<file path="src/rtl/sm_arb_pkg.sv">
// ============================================================================
// Module   : sm_arb_pkg
// Purpose  : Shared definitions for the sync_manager request arbiter:
//            arbiter state encoding, default field widths / limits and the
//            log_length clamp helper.
// Ports    : none (package)
// Revision : 1.0 - initial release
// ============================================================================
`default_nettype none

package sm_arb_pkg;

    localparam int LOG_LEN_WIDTH_DEF  = 5;
    localparam int MAX_LOG_LENGTH_DEF = 20;

    // ERR is only reachable when the ack timeout is built in.
    typedef enum logic [2:0] {
        ST_IDLE = 3'd0,
        ST_ARB  = 3'd1,
        ST_REQ  = 3'd2,
        ST_DONE = 3'd3,
        ST_ERR  = 3'd4
    } arb_state_t;

    // min(len, max_len); operands are widened to 32 bits by the caller.
    function automatic logic [31:0] clamp_len(input logic [31:0] len,
                                              input logic [31:0] max_len);
        return (len > max_len) ? max_len : len;
    endfunction

endpackage : sm_arb_pkg

`default_nettype wire

</file>
<file path="src/rtl/rr_priority_select.sv">
// ============================================================================
// Module   : rr_priority_select
// Purpose  : Combinational round-robin picker. Returns the first set request
//            bit at or after ptr, wrapping modulo NUM_REQ.
// Ports    : req        in  NUM_REQ  request vector
//            ptr        in  IDX_W    round-robin start position
//            grant      out NUM_REQ  one-hot winner (0 when no request)
//            grant_idx  out IDX_W    winner index (0 when no request)
//            valid      out 1        at least one request bit set
// Revision : 1.0 - initial release
// ============================================================================
`default_nettype none

module rr_priority_select #(
    parameter int NUM_REQ = 4,
    parameter int IDX_W   = (NUM_REQ > 1) ? $clog2(NUM_REQ) : 1
) (
    input  logic [NUM_REQ-1:0] req,
    input  logic [IDX_W-1:0]   ptr,
    output logic [NUM_REQ-1:0] grant,
    output logic [IDX_W-1:0]   grant_idx,
    output logic               valid
);

    logic [IDX_W-1:0] w_pos;

    // Scan from the farthest offset down to offset 0 so that the nearest
    // requester at or after ptr is the last one written and therefore wins.
    always_comb begin
        grant     = '0;
        grant_idx = '0;
        valid     = 1'b0;
        w_pos     = '0;
        for (int off = NUM_REQ - 1; off >= 0; off--) begin
            w_pos = IDX_W'((int'(ptr) + off) % NUM_REQ);
            if (req[w_pos]) begin
                valid     = 1'b1;
                grant_idx = w_pos;
            end
        end
        if (valid) begin
            grant[grant_idx] = 1'b1;
        end
    end

endmodule : rr_priority_select

`default_nettype wire

</file>
<file path="src/rtl/sm_request_arbiter.sv">
// ============================================================================
// Module   : sm_request_arbiter
// Purpose  : Shares the single sync_manager buffer-request channel between
//            NUM_REQ readers. Round-robin arbitration, forwards the winner's
//            clamped log_length, holds SM_request until SM_ack and returns
//            the buffer address to the winner with a one-cycle REQ_done.
// Ports    : SYS_aclk        in  1            system clock
//            SYS_reset       in  1            synchronous active-high reset
//            REQ_request     in  NUM_REQ      per-requester request level
//            REQ_log_length  in  NUM_REQ*LLW  packed per-requester log2 length
//            REQ_done        out NUM_REQ      one-hot completion pulse
//            REQ_error       out NUM_REQ      one-hot timeout pulse
//            REQ_address     out MM_ADDR_WIDTH returned buffer address (held)
//            SM_request      out 1            request to sync_manager
//            SM_log_length   out LLW          forwarded length
//            SM_ack          in  1            sync_manager address strobe
//            SM_address      in  MM_ADDR_WIDTH buffer base address
//            ARB_busy        out 1            high whenever not IDLE
// Config   : define SM_ARB_TIMEOUT_EN to build the SM_ack timeout (ERR state,
//            TIMEOUT_CYCLES counter). Undefined: REQ waits forever and
//            REQ_error is tied low.
// Revision : 1.0 - initial release
// ============================================================================
`default_nettype none

module sm_request_arbiter
    import sm_arb_pkg::*;
#(
    parameter int NUM_REQ        = 4,
    parameter int MM_ADDR_WIDTH  = 32,
    parameter int LOG_LEN_WIDTH  = LOG_LEN_WIDTH_DEF,
    parameter int MAX_LOG_LENGTH = MAX_LOG_LENGTH_DEF,
    parameter int TIMEOUT_CYCLES = 1024
) (
    input  logic                               SYS_aclk,
    input  logic                               SYS_reset,
    input  logic [NUM_REQ-1:0]                 REQ_request,
    input  logic [NUM_REQ*LOG_LEN_WIDTH-1:0]   REQ_log_length,
    output logic [NUM_REQ-1:0]                 REQ_done,
    output logic [NUM_REQ-1:0]                 REQ_error,
    output logic [MM_ADDR_WIDTH-1:0]           REQ_address,
    output logic                               SM_request,
    output logic [LOG_LEN_WIDTH-1:0]           SM_log_length,
    input  logic                               SM_ack,
    input  logic [MM_ADDR_WIDTH-1:0]           SM_address,
    output logic                               ARB_busy
);

    localparam int IDX_W = (NUM_REQ > 1) ? $clog2(NUM_REQ) : 1;

    // Reject illegal configurations at elaboration.
    if (NUM_REQ < 2 || NUM_REQ > 8 || TIMEOUT_CYCLES < 2) begin : g_param_check
        $error("sm_request_arbiter: NUM_REQ must be 2..8 and TIMEOUT_CYCLES >= 2");
    end

    // ------------------------------------------------------------------------
    // Registered state and outputs
    // ------------------------------------------------------------------------
    arb_state_t                 r_state;
    logic [IDX_W-1:0]           r_rr_ptr;
    logic [IDX_W-1:0]           r_grant;
    logic [NUM_REQ-1:0]         r_grant_oh;
    logic                       r_sm_request;
    logic [LOG_LEN_WIDTH-1:0]   r_sm_log_length;
    logic [NUM_REQ-1:0]         r_req_done;
    logic [MM_ADDR_WIDTH-1:0]   r_req_address;
    logic                       r_busy;

    // ------------------------------------------------------------------------
    // Round-robin pick over the live request vector
    // ------------------------------------------------------------------------
    logic [NUM_REQ-1:0]         w_sel_oh;
    logic [IDX_W-1:0]           w_sel_idx;
    logic                       w_sel_valid;
    logic [LOG_LEN_WIDTH-1:0]   w_len_arr [NUM_REQ];
    logic [LOG_LEN_WIDTH-1:0]   w_sel_len;
    logic [LOG_LEN_WIDTH-1:0]   w_len_clamped;
    logic [IDX_W-1:0]           w_next_ptr;

    rr_priority_select #(
        .NUM_REQ   (NUM_REQ),
        .IDX_W     (IDX_W)
    ) u_rr_select (
        .req       (REQ_request),
        .ptr       (r_rr_ptr),
        .grant     (w_sel_oh),
        .grant_idx (w_sel_idx),
        .valid     (w_sel_valid)
    );

    for (genvar gi = 0; gi < NUM_REQ; gi++) begin : g_len_unpack
        assign w_len_arr[gi] = REQ_log_length[gi*LOG_LEN_WIDTH +: LOG_LEN_WIDTH];
    end

    assign w_sel_len     = w_len_arr[w_sel_idx];
    assign w_len_clamped = LOG_LEN_WIDTH'(clamp_len(32'(w_sel_len), 32'(MAX_LOG_LENGTH)));

    // Pointer moves just past the finished winner, wrapping to 0.
    assign w_next_ptr = (r_grant == IDX_W'(NUM_REQ - 1)) ? '0 : (r_grant + IDX_W'(1));

`ifdef SM_ARB_TIMEOUT_EN
    localparam int CNT_W = $clog2(TIMEOUT_CYCLES);

    logic [CNT_W-1:0]   r_tmo_cnt;
    logic [NUM_REQ-1:0] r_req_error;
    logic               w_tmo_hit;

    assign w_tmo_hit = (r_tmo_cnt == CNT_W'(TIMEOUT_CYCLES - 1));
    assign REQ_error = r_req_error;
`else
    assign REQ_error = '0;
`endif

    // ------------------------------------------------------------------------
    // Arbiter FSM: IDLE -> ARB -> REQ -> DONE (or ERR) -> IDLE
    // ------------------------------------------------------------------------
    always_ff @(posedge SYS_aclk) begin
        if (SYS_reset) begin
            r_state         <= ST_IDLE;
            r_rr_ptr        <= '0;
            r_grant         <= '0;
            r_grant_oh      <= '0;
            r_sm_request    <= 1'b0;
            r_sm_log_length <= '0;
            r_req_done      <= '0;
            r_req_address   <= '0;
            r_busy          <= 1'b0;
`ifdef SM_ARB_TIMEOUT_EN
            r_tmo_cnt       <= '0;
            r_req_error     <= '0;
`endif
        end else begin
            // Completion/error strobes are single-cycle.
            r_req_done <= '0;
`ifdef SM_ARB_TIMEOUT_EN
            r_req_error <= '0;
`endif
            case (r_state)
                ST_IDLE: begin
                    if (|REQ_request) begin
                        r_state <= ST_ARB;
                        r_busy  <= 1'b1;
                    end
                end

                ST_ARB: begin
                    // Requests may have dropped since IDLE; fall back quietly.
                    if (w_sel_valid) begin
                        r_grant         <= w_sel_idx;
                        r_grant_oh      <= w_sel_oh;
                        r_sm_log_length <= w_len_clamped;
                        r_sm_request    <= 1'b1;
                        r_state         <= ST_REQ;
`ifdef SM_ARB_TIMEOUT_EN
                        r_tmo_cnt       <= '0;
`endif
                    end else begin
                        r_state <= ST_IDLE;
                        r_busy  <= 1'b0;
                    end
                end

                ST_REQ: begin
                    // The requester level is not consulted here: sync_manager
                    // cannot cancel, so a granted transfer always completes.
                    if (SM_ack) begin
                        r_sm_request  <= 1'b0;
                        r_req_address <= SM_address;
                        r_req_done    <= r_grant_oh;
                        r_state       <= ST_DONE;
                    end
`ifdef SM_ARB_TIMEOUT_EN
                    else if (w_tmo_hit) begin
                        r_sm_request <= 1'b0;
                        r_req_error  <= r_grant_oh;
                        r_state      <= ST_ERR;
                    end else begin
                        r_tmo_cnt <= r_tmo_cnt + CNT_W'(1);
                    end
`endif
                end

                ST_DONE, ST_ERR: begin
                    r_rr_ptr <= w_next_ptr;
                    r_state  <= ST_IDLE;
                    r_busy   <= 1'b0;
                end

                default: begin
                    r_state      <= ST_IDLE;
                    r_sm_request <= 1'b0;
                    r_busy       <= 1'b0;
                end
            endcase
        end
    end

    assign REQ_done      = r_req_done;
    assign REQ_address   = r_req_address;
    assign SM_request    = r_sm_request;
    assign SM_log_length = r_sm_log_length;
    assign ARB_busy      = r_busy;

endmodule : sm_request_arbiter

`default_nettype wire

</file>
<file path="config.mk">
export PLATFORM = sky130hd
export DESIGN_NAME = sm_request_arbiter
export DESIGN_NICKNAME = d
export VERILOG_FILES = /design/src/rtl/sm_arb_pkg.sv /design/src/rtl/rr_priority_select.sv /design/src/rtl/sm_request_arbiter.sv
export SDC_FILE = /design/constraint.sdc
export NUM_CORES = 1
export LEC_CHECK = 0
export CAP_MARGIN = 25
export CORE_MARGIN = 4
export CORE_UTILIZATION = 44
export CTS_CLUSTER_DIAMETER = 100
export CTS_CLUSTER_SIZE = 20
export DETAILED_ROUTE_END_ITERATION = 8
export GPL_TIMING_DRIVEN = 0
export HOLD_SLACK_MARGIN = 0.03
export PLACE_DENSITY = 0.84
export SLEW_MARGIN = 5
export SYNTH_ARGS = -nofsm -noshare
export SYNTH_HDL_FRONTEND = slang
export SYNTH_SLANG_ARGS = --single-unit
</file>
<file path="constraint.sdc">
create_clock -name SYS_aclk -period 4 [get_ports SYS_aclk]
set_clock_uncertainty 0.15 [all_clocks]
set_input_delay 0.8 -clock SYS_aclk [delete_from_list [all_inputs] [get_ports SYS_aclk]]
set_output_delay 0.8 -clock SYS_aclk [all_outputs]
set_load 0.05 [all_outputs]
</file>
==> impl_metrics.env <==
export IMPL_placed_area_um2=3330
export IMPL_tritoncts="built"
export IMPL_yosysTopAreaCellShare=0.474
export IMPL_synth_top_area_cell="dfxtp_1"
export IMPL_min_delay_path_depth=2
export IMPL_hold_viol=0
export IMPL_drt_wirelength_per_cell_um=13.4
export IMPL_io_pins=106
export IMPL_hp_start="REQ_address[2]$_SDFFE_PP0P_"
export IMPL_slowest_delay_ns=0.54
export IMPL_core_um2=4820
export IMPL_gr_usage_all_layers=0.189
export IMPL_slew_headroom=0.629
export IMPL_nFillCells=423
export IMPL_postCtsHoldBufs=0
export IMPL_drc=0
export IMPL_final_cell_mix="clkdlybuf4s50_1, nand2_1, dfxtp_1"
export IMPL_htreeDepth=2
export IMPL_rows=25
export IMPL_place_hpwl_um=4740
export IMPL_cp_end_kind="flip-flop"
export IMPL_worstSkewPairLatency_ns=0.29
export IMPL_postCtsSetupRepairBufs=0
export IMPL_finalPower_w=0.00139
export IMPL_r2r_start="r_rr_ptr[0]$_SDFFE_PP0N_"
export IMPL_path_cells="clkdlybuf4s50_1 > nand2b_1 > a21oi_1 > a211oi_2 > buf_6 > mux2_2 > o21a_1 > a211oi_2"
export IMPL_num_vias=2145
export IMPL_mostFrequentLayoutCell="clkdlybuf4s50_1"
export IMPL_initial_utilization=0.465
export IMPL_drive_above_1_share=0.0612
export IMPL_antenna_found_initial=0
export IMPL_clkSinkCount=53
export IMPL_vias_per_cell=4.84
export IMPL_grt_pass1_wl_um=9460
export IMPL_post_route_period_util=0.682
export IMPL_grt_ovfl_total=0
export IMPL_setup_tns_ns=0
export IMPL_r2r_end="SM_log_length[2]$_SDFFE_PP0P_"
export IMPL_synth_async_reset_ratio=0
export IMPL_vdd_drop_max_uv=274
export IMPL_firstDrtPassIters=4
export IMPL_syn_area_per_cell_um2=8.38
export IMPL_synth_edf_count=0
export IMPL_slew_viol_final=0
export IMPL_die_area_um2=6290
export IMPL_max_cap_violations=0
export IMPL_setup_viol=0
export IMPL_synthCells=267
export IMPL_die_w_um=79.3
export IMPL_worst_ep_required_time_ns=4.08
export IMPL_power_leakage_nw=1.22
export IMPL_synth_seq_cells=53
export IMPL_clkTransAtPathRegs_ns=0.08
export IMPL_drtIter0Drc=98
export IMPL_syn_area_um2=2240
export IMPL_clock_path_buffers=2
export IMPL_grt_max_degree=15
export IMPL_timing_fmax_ghz=0.366
export IMPL_synth_ff_type="dfxtp_1"
export IMPL_cp_common_cell="a211oi_2"
export IMPL_min_path_type="flip-flop to flip-flop"
export IMPL_cp_arrival_ns=2.80
export IMPL_numCtsBuffers=5
export IMPL_first_global_vias=2024
export IMPL_synth_area_top_cells="dfxtp_1, nand2_1, a21oi_1, mux2i_1, nor2_1"
export IMPL_crit_type="input port to flip-flop"
export IMPL_ys_seq_area_frac=0.474
export IMPL_crit_fanout=10
export IMPL_finish_instance_area_um2=3410
export IMPL_synth_distinct_cells=37
export IMPL_worst_slew_pin_slew_ns=0.554
export IMPL_yosysWarningCount=0
export IMPL_num_antenna_cells=0
export IMPL_gp_congestion=0.782
export IMPL_worst_slack_ns=1.27
export IMPL_nNetsFinal=441
export IMPL_post_cts_resized=0
export IMPL_rsz0062_at_grt="false"
export IMPL_post_place_ws_ns=0.962
export IMPL_die_h_um=79.3
export IMPL_area_growth_pct=52.3
export IMPL_status="completed"
export IMPL_cp_start_kind="input port"
export IMPL_r2r_slack_ns=1.90
export IMPL_ff2ff_path_depth=7
export IMPL_min_to="REQ_address[2]$_SDFFE_PP0P_"
export IMPL_finalCriticalPeriod_ns=2.73
export IMPL_cts_root_buf="clkbuf_8"
export IMPL_wl_um=5950
export IMPL_detail_route_antenna_nets=0
export IMPL_power_density_nw_per_um2=409
export IMPL_io_buffers=100
export IMPL_cp_slowest_cell="clkdlybuf4s50_1"
==> cell type report <==
| cell class | instances | area, um2 | share of cell area |
|---|---|---|---|
| inverter | 4 | 15.0 | 0.00441 |
| clock inverter | 1 | 5.00 | 0.00147 |
| clock buffer | 5 | 68.8 | 0.0202 |
| timing repair buffer | 100 | 1000 | 0.294 |
| multi-input combinational | 193 | 1050 | 0.309 |
| tap | 67 | 83.8 | 0.0246 |
| sequential | 53 | 1060 | 0.311 |
| buffer | 20 | 120 | 0.0352 |
==> per-layer routing <==
metal | global-route usage | share of wire | up-vias
li1 | - | - | 1101
met1 | 0.222 | 0.41 | 984
met2 | 0.344 | 0.53 | 50
met3 | 0.0408 | 0.047 | 10
met4 | 0.0533 | 0.015 | 0
met5 | 0 | 0 | -
==> report_power, final <==
group | switching (W) | internal [W] | leakage (nW)
sequential | 0.0000314 | 0.000578 | 0.430
combinational | 0.000307 | 0.000204 | 0.750
clock | 0.000158 | 0.000116 | 0.0399
==> worst max path at each step <==
stage | from | to | slack, ns
2_1_floorplan | REQ_request[2] | SM_log_length[2]$_SDFFE_PP0P_ | 1.61
3_3_place_gp | REQ_request[1] | SM_log_length[2]$_SDFFE_PP0P_ | 0.98
3_5_place_dp | REQ_request[1] | SM_log_length[2]$_SDFFE_PP0P_ | 0.96
4_1_cts | REQ_request[1] | SM_log_length[2]$_SDFFE_PP0P_ | 1.27
5_1_grt | REQ_request[1] | SM_log_length[2]$_SDFFE_PP0P_ | 1.16
6_report | REQ_request[1] | SM_log_length[2]$_SDFFE_PP0P_ | 1.27
==> sequential cells by signal (all words and copies together), names as in the netlist <==
register,flops
SM_request,1
REQ_done,4
r_state,2
r_grant,2
ARB_busy,1
r_grant_oh,4
REQ_address,32
r_rr_ptr,2
SM_log_length,5
==> cells in the mapped netlist, drive strengths merged, types with 2 or more instances <==
library cell and count:
inv 4, clkbuf 13, mux2 3, nor2 17, nor3b 4, mux2i 12
o21a 2, and2 2, nand2b 3, nor2b 3, dfxtp 53, ha 5
o21ai 2, nand2 71, nor3 8, a21oi 41, a211oi 5, buf 7
a22oi 2
==> through the flow <==
step                      hold slack, ns  utilization  std cells
after detailed placement           0.296        0.692        437
final                              0.305        0.708        443
after CTS                          0.308        0.708        443
after floorplan                    0.297            -        270
after global routing               0.324        0.708        443
after global placement             0.291        0.692        437
==> critical path: cells and delay by family <==
kind,cells,cell delay [ns]
and+or+nand+nor,1,0.13
muxes,1,0.39
buffers and inverters,2,0.74
AOI/OAI and AO/OA,4,0.75
==> cells by family after synthesis <==
| family | count (synthesis) | share of synthesized area |
|---|---|---|
| buf+inv | 24 | 0.0604 |
| flops | 53 | 0.474 |
| mux | 15 | 0.0704 |
| simple gates | 111 | 0.210 |
| other cells | 1 | 0.00168 |
| fa+ha+maj | 5 | 0.0279 |
| compound gates | 58 | 0.155 |
(Power assumes the default switching activity.)
